==> config.mk <==
export PLATFORM = sky130hd
export DESIGN_NAME = lss_shift_seq
export DESIGN_NICKNAME = d
export VERILOG_FILES = /design/src/rtl/lss_shift_seq.sv
export SDC_FILE = /design/constraint.sdc
export NUM_CORES = 1
export LEC_CHECK = 0
export ABC_AREA = 1
export CORE_MARGIN = 5
export CORE_UTILIZATION = 40
export DETAILED_ROUTE_END_ITERATION = 12
export PLACE_DENSITY = 0.62
export SKIP_CTS_REPAIR_TIMING = 1
export SYNTH_ARGS = -nofsm -noshare
export SYNTH_HDL_FRONTEND = slang
export SYNTH_SLANG_ARGS = --single-unit
==> constraint.sdc <==
create_clock -name clk -period 3.8 [get_ports clk]
set_input_delay 0.76 -clock clk [delete_from_list [all_inputs] [get_ports clk]]
set_output_delay 0.76 -clock clk [all_outputs]
set_load 0.05 [all_outputs]
==> src/rtl/lss_shift_seq.sv <==
// ============================================================================
// Module      : lss_shift_seq
// Description : Command sequencer for an lss_reg: load, N-bounded shifts, store.
// Revision    : 1.0 - initial release
// ============================================================================
`default_nettype none

module lss_shift_seq #(
  parameter int N  = 8,
  parameter int AW = 4
) (
  input  logic          clk,
  input  logic          clr,
  input  logic          req_valid,
  output logic          req_ready,
  input  logic [N-1:0]  req_data,
  input  logic          req_dir,
  input  logic          req_arith,
  input  logic [AW-1:0] req_amt,
  output logic [N-1:0]  reg_in,
  output logic [1:0]    reg_c,
  output logic          reg_clr,
  output logic          done
);

  localparam int CW = $clog2(N + 1);
  localparam int XW = (AW > CW) ? AW : CW;

  localparam logic [1:0] c_C_STORE = 2'b00;
  localparam logic [1:0] c_C_LEFT  = 2'b01;
  localparam logic [1:0] c_C_LOAD  = 2'b10;
  localparam logic [1:0] c_C_RIGHT = 2'b11;

  typedef enum logic [2:0] {
    S_INIT  = 3'd0,
    S_IDLE  = 3'd1,
    S_LOAD  = 3'd2,
    S_SHIFT = 3'd3,
    S_DONE  = 3'd4
  } state_t;

  state_t         r_state;
  logic [CW-1:0]  r_count;
  logic [CW-1:0]  r_amt;
  logic [N-1:0]   r_data;
  logic           r_dir;
  logic           r_fill;

  logic [XW-1:0]  w_amt_ext;
  logic [CW-1:0]  w_amt_sat;
  logic [CW-1:0]  w_count_nxt;
  logic           w_fill;

  // Compare in a width wide enough for both req_amt and N before saturating.
  assign w_amt_ext   = XW'(req_amt);
  assign w_amt_sat   = (w_amt_ext > XW'(N)) ? CW'(N) : CW'(w_amt_ext);
  assign w_count_nxt = r_count + CW'(1);
  assign w_fill      = req_dir & req_arith & req_data[N-1];

  // Outputs are registered alongside the state so each reflects the state being entered.
  always_ff @(posedge clk or negedge clr) begin
    if (!clr) begin
      r_state   <= S_INIT;
      r_count   <= '0;
      r_amt     <= '0;
      r_data    <= '0;
      r_dir     <= 1'b0;
      r_fill    <= 1'b0;
      req_ready <= 1'b0;
      reg_c     <= c_C_STORE;
      reg_clr   <= 1'b0;
      reg_in    <= '0;
      done      <= 1'b0;
    end else begin
      case (r_state)
        S_INIT: begin
          r_state   <= S_IDLE;
          reg_clr   <= 1'b1;
          req_ready <= 1'b1;
        end
        S_IDLE: begin
          if (req_valid) begin
            r_state   <= S_LOAD;
            r_data    <= req_data;
            r_dir     <= req_dir;
            r_fill    <= w_fill;
            r_amt     <= w_amt_sat;
            r_count   <= '0;
            req_ready <= 1'b0;
            reg_c     <= c_C_LOAD;
            reg_in    <= req_data;
          end
        end
        S_LOAD: begin
          if (r_amt != '0) begin
            r_state <= S_SHIFT;
            reg_c   <= r_dir ? c_C_RIGHT : c_C_LEFT;
            reg_in  <= {N{r_fill}};
          end else begin
            r_state <= S_DONE;
            reg_c   <= c_C_STORE;
            reg_in  <= '0;
            done    <= 1'b1;
          end
        end
        S_SHIFT: begin
          r_count <= w_count_nxt;
          if (w_count_nxt == r_amt) begin
            r_state <= S_DONE;
            reg_c   <= c_C_STORE;
            reg_in  <= '0;
            done    <= 1'b1;
          end
        end
        S_DONE: begin
          r_state   <= S_IDLE;
          done      <= 1'b0;
          req_ready <= 1'b1;
        end
        default: begin
          r_state   <= S_INIT;
          req_ready <= 1'b0;
          reg_c     <= c_C_STORE;
          reg_clr   <= 1'b0;
          reg_in    <= '0;
          done      <= 1'b0;
        end
      endcase
    end
  end

endmodule

`default_nettype wire
---- After elaboration in Yosys (flattened, before gate mapping) ----
Cells that the tools add are included.
word-level totals
  register bits ........................... 26
  bits of input ports ..................... 17
  output and inout port bits .............. 13
cells by class
  $add $sub $neg .......................... 1
  magnitude comparators ................... 1
  equality and inequality tests ........... 8
  multiplexer cells ....................... 22
  bitwise logic cells ..................... 5
  reduce and logical (&&, ||, !) cells .... 13
operators with widths
  operator                                              count
  one-hot mux 8 bit (4 select lines)                    1
  2-to-1 mux 8 bit                                      3
  one-hot mux 3 bit (4 select lines)                    1
  2-to-1 mux 3 bit                                      3
  2-to-1 mux 2 bit                                      4
  2-to-1 mux 4 bit                                      2
  one-hot mux 2 bit (4 select lines)                    1
  one-hot mux 4 bit (2 select lines)                    1
  AND reduction 2 bit                                   4
  equality test 3 x 2 -> 1 bit (second input constant)  2
  != test 2 bit (second input constant)                 3
  one-hot mux 1 bit (3 select lines)                    2
  AND reduction 3 bit                                   2
  OR reduction 2 bit                                    3
  adder 4 x 1 -> 4 bit (second input constant)          1
  equality test 4 bit                                   1
  > comparator 4 bit (second input constant)            1
  nonzero test 4 bit                                    1
  OR reduction 4 bit                                    1
  equality test 3 x 1 -> 1 bit (second input constant)  1
  equality test 3 bit (second input constant)           1
  logical NOT 3 bit                                     1
  2-to-1 mux 1 bit                                      3
  inverter 1 bit                                        3
  other kinds (3)                                       4

---- Longest topological paths before layout ----
  word-level depth ........................ 4
  gate-level depth with buffers ........... 11
  gate-level depth less buffers ........... 11

---- Worst setup path before layout ----
Ideal clock, no wire load.
  path kind ............................... reg2reg
  from .................................... reg r_count[0]
  to ...................................... reg reg_c[0]
  arrival ................................. 1.446 ns
  required time ........................... 3.681 ns
  setup slack ............................. 2.235 ns
  cell stages (with the launch flop) ...... 10
  path buffers ............................ 0
  period minus slack after synthesis ...... 1.565 ns
  cells stage by stage .................... dfrtp_1 -> ha_1 -> xnor2_1 -> nand2_1 -> nor2_2 -> nand3_1 -> nand2_4 -> nand3_4 -> nand2_1 -> nand2_1
on the way
  longest elaborated chain between the ends .. 4
ends and longest elaborated chain
  what                                  line  source
  from (decl)                           43    logic [CW-1:0] r_count;
  from (signal assigned)                107   r_count <= w_count_nxt;
  adder 4 x 1 -> 4 bit                  57    assign w_count_nxt = r_count + CW'(1);
  equality test 4 bit                   108   if (w_count_nxt == r_amt) begin
  != test 2 bit (no source line)        -
  AND reduction 3 bit (no source line)  -
  to (signal assigned)                  70    reg_c <= c_C_STORE;
  to (signal assigned)                  110   reg_c <= c_C_STORE;
  to (signal assigned)                  123   reg_c <= c_C_STORE;
  to (decl)                             21    output logic [1:0] reg_c,
No other way between the ends.
A chain may end at the register's enable or synchronous reset.

---- Worst setup path in the final report ----
  from .................................... reg reg_in[7]
  to ...................................... out reg_in[7]
RTL lines
  what                    line  source
  from (decl)             20    output logic [N-1:0] reg_in,
  from (signal assigned)  91    reg_in <= req_data;
  from (signal assigned)  98    reg_in <= {N{r_fill}};
No word-level cell between the ends.

==> summary.txt <==
Synthesis
  – Post-Syn Instances: 161
  – Post-synthesis cell type count: 21
  – Main combinational cell family by area after synthesis: simple AND/OR/NAND/NOR gates
  – Area of the mapped netlist: 1310 µm²
  – Post-synth ARST share: 1.00
  – Xor-xnor portion of the synthesized cell area: 0.00671
  – Post-synthesis compound-gate area fraction: 0.0547
  – Top post-synthesis cells by area: dfrtp_1, nand2_1, nand4_1, nand3_1, o21ai_0
  – Mux cell area share after synthesis: 0
  – Syn Nets: 179
  – Synth Area in Adders: 0.00959
  – Register area share after synthesis: 0.499
  – Synthesized area per cell: 8.11 µm²
  – #FFs+latches synth: 26
  – Cell with the most instances after synthesis: nand2_1
  – Cell accounting for the most synthesized area: dfrtp_1
  – Share of the synthesized area in the top cell type: 0.499
  – Main flop type after synthesis: dfrtp_1
  – Post-synthesis simple-gate area fraction: 0.353
  – Commonest cells in the synthesized netlist: nand2_1, dfrtp_1, inv_1
  – Synth Warn #: 0
  – Number of synthesized flops with an enable pin: 0

Setup path
  – Largest delay share family, worst path: buffers and inverters
  – Worst path required time: 3.04 ns
  – FF-to-FF Start: r_count[0]
  – Worst path slowest cell: clkdlybuf4s50_1
  – Critical Setup Path Class: flop to output pin
  – Critical path fanouts, max: 2
  – Worst setup EP type: output pin
  – Crit-path cells: clkdlybuf4s50_1
  – Peak per-stage delay on the critical path: 0.81 ns
  – R2r setup slk: 1.97 ns
  – Critical path buffers and inverters: 1
  – Critical Path Start Type: flop
  – Crit path from: reg_in[7]
  – Crit path DAT: 1.50 ns

Placement
  – Hpwl dp: 2130 µm
  – Placed inst area: 1620 µm²
  – I/O Buffers: 29
  – Final Wtd Congestion: 0.769

Drt
  – Routed via count: 1116
  – WL per Instance: 11.7 µm
  – DRC: 0
  – Via/cell ratio: 4.75
  – ANT nets after route: 0
  – Initial DRC count: 94
  – TritonRoute pass-1 iters: 4
  – DRT Wirelength: 2750 µm

Floorplan
  – Starting density of the core: 0.421
  – # IOs: 30
  – Core area: 3100 µm²
  – DIE AREA: 4510 µm²
  – Site row count: 20
  – Die height: 67.1 µm
  – Die X: 67.1 µm

Global routing
  – Initial antenna violation count: 0
  – Largest net degree at the start of global routing: 27
  – Routing usage on met3: 0.0388
  – GRT overflow: 0
  – GRT met2 Usage: 0.227
  – First-pass GRT wire length: 4750 µm
  – Tot GR Track Use: 0.136
  – Vias in the first global route: 1084
  – Top Usage Layer GRT: met2
  – GRT met1 Usage: 0.176

Power
  – Clk pwr share: 0.101
  – Sequential share of power: 0.337
  – Int Power: 0.694 mW
  – Pwr dens: 819 nW/µm²
  – Sw frac: 0.489
  – Combinational power share: 0.562
  – Peak supply drop: 0.359 mV
  – Static Leak: 0.829 nW
  – Switching Power: 0.663 mW

Layout
  – # fillers: 337
  – Final nets: 210
  – Layout area overhead: 26.9%
  – ANT cells: 0
  – Layout cells sized above 1: 0.0942
  – Final design utilization: 0.534
  – Final instance area: 1660 µm²

Clock network
  – Clk buf depth: 2
  – Clock root cell: clkbuf_4
  – Worst skew pair latency: 0.32 ns
  – CTS clk-pin slew, worst paths: 0.13 ns
  – H-tree levels: 1
  – CTS tree: done
  – CTS buffer count: 3
  – CTS Sinks: 26

Timing
  – Least-Margin Pin Slew: 1.14 ns
  – Final period util: 0.596
  – Fin. Hold Viols: 0
  – Slew headroom: 0.240
  – Max Fclk: 442 MHz
  – Final Critical Period: 2.26 ns
  – Setup-failing EPs final: 0
  – Fin Setup TNS: 0 ns
  – Final Skew: 0.00550 ns
  – RSZ-0062 raised after global routing: no
  – Slew Limit Fails: 0

Hold path
  – HP Class: flop to flop
  – Hold_sp: reg_in[6]

Run status
  – Status: finished clean

Flow run
  – Max-cap viol count: 0
-- kinds of logic (layout without fill, tap and decap cells) --
logic type                 count (synthesis)  after routing
AOI/OAI and AO/OA                         14             14
and+or+nand+nor                           97             97
adders and majority gates                  1              1
buffers and inverters                     22             52
DFF                                       26             26
xor gates and xnor gates                   1              1
-- power by group through the flow --
stage	combinational [mW]	sequential (mW)	clock, mW
floorplan	0.441	0.600	0
global placement	0.756	0.461	0
detailed placement	0.769	0.465	0
CTS	0.770	0.459	0.142
global route	0.850	0.476	0.150
finish	0.763	0.458	0.137
-- state kept, by name (all words and copies together), names as in the netlist --
name and cells:
r_state 3, reg_c 2, r_fill 1, r_amt 4, r_count 4, done 1
req_ready 1, reg_clr 1, r_dir 1, reg_in 8
-- cell usage in the layout (no fill, tap or decap), drive strengths merged --
master	n
clkbuf	4
ha	1
nand3	12
nand2	65
xnor2	1
nor2	6
nor3	2
clkdlybuf4s50	29
o21ai	11
inv	19
nand4	12
o22ai	1
a21oi	2
dfrtp	26
-- worst paths after layout --
| check | endpoint | cells after the start |
|---|---|---|
| setup reg to reg | reg_in[0] | 9 |
| hold reg to reg | reg_in[6] | 2 |
| hold / removal | reg_in[6] | 2 |
| setup / recovery | reg_in[7] | 1 |
| max in group asynchronous | done | 1 |
| min in group asynchronous | r_amt[1] | 1 |
-- cell type report --
type,count,area [µm²],area share
Sequential cell,26,651,0.393
Tap cell,44,55.1,0.0332
Inverter,19,71.3,0.0431
Timing Repair Buffer,29,290,0.175
Clock buffer,4,36.3,0.0219
Multi-Input combinational cell,113,553,0.334
-- through the flow --
step	power [mW]	hold WS (ns)	cells	setup WS, ns
2_1_floorplan	1.04	0.454	161	2.23
3_3_place_gp	1.22	0.455	231	1.64
3_5_place_dp	1.23	0.459	231	1.64
4_1_cts	1.37	0.491	235	1.51
5_1_grt	1.48	0.525	235	1.48
6_report	1.36	0.485	235	1.54
-- per-layer routing --
| metal | part of all wire | routed length (µm) | vias up |
|---|---|---|---|
| li1 | - | - | 587 |
| met1 | 0.47 | 1290 | 511 |
| met2 | 0.48 | 1330 | 16 |
| met3 | 0.042 | 115 | 2 |
| met4 | 0.0055 | 15 | 0 |
| met5 | 0 | 0 | - |
Power figures use the tool's default switching activity.
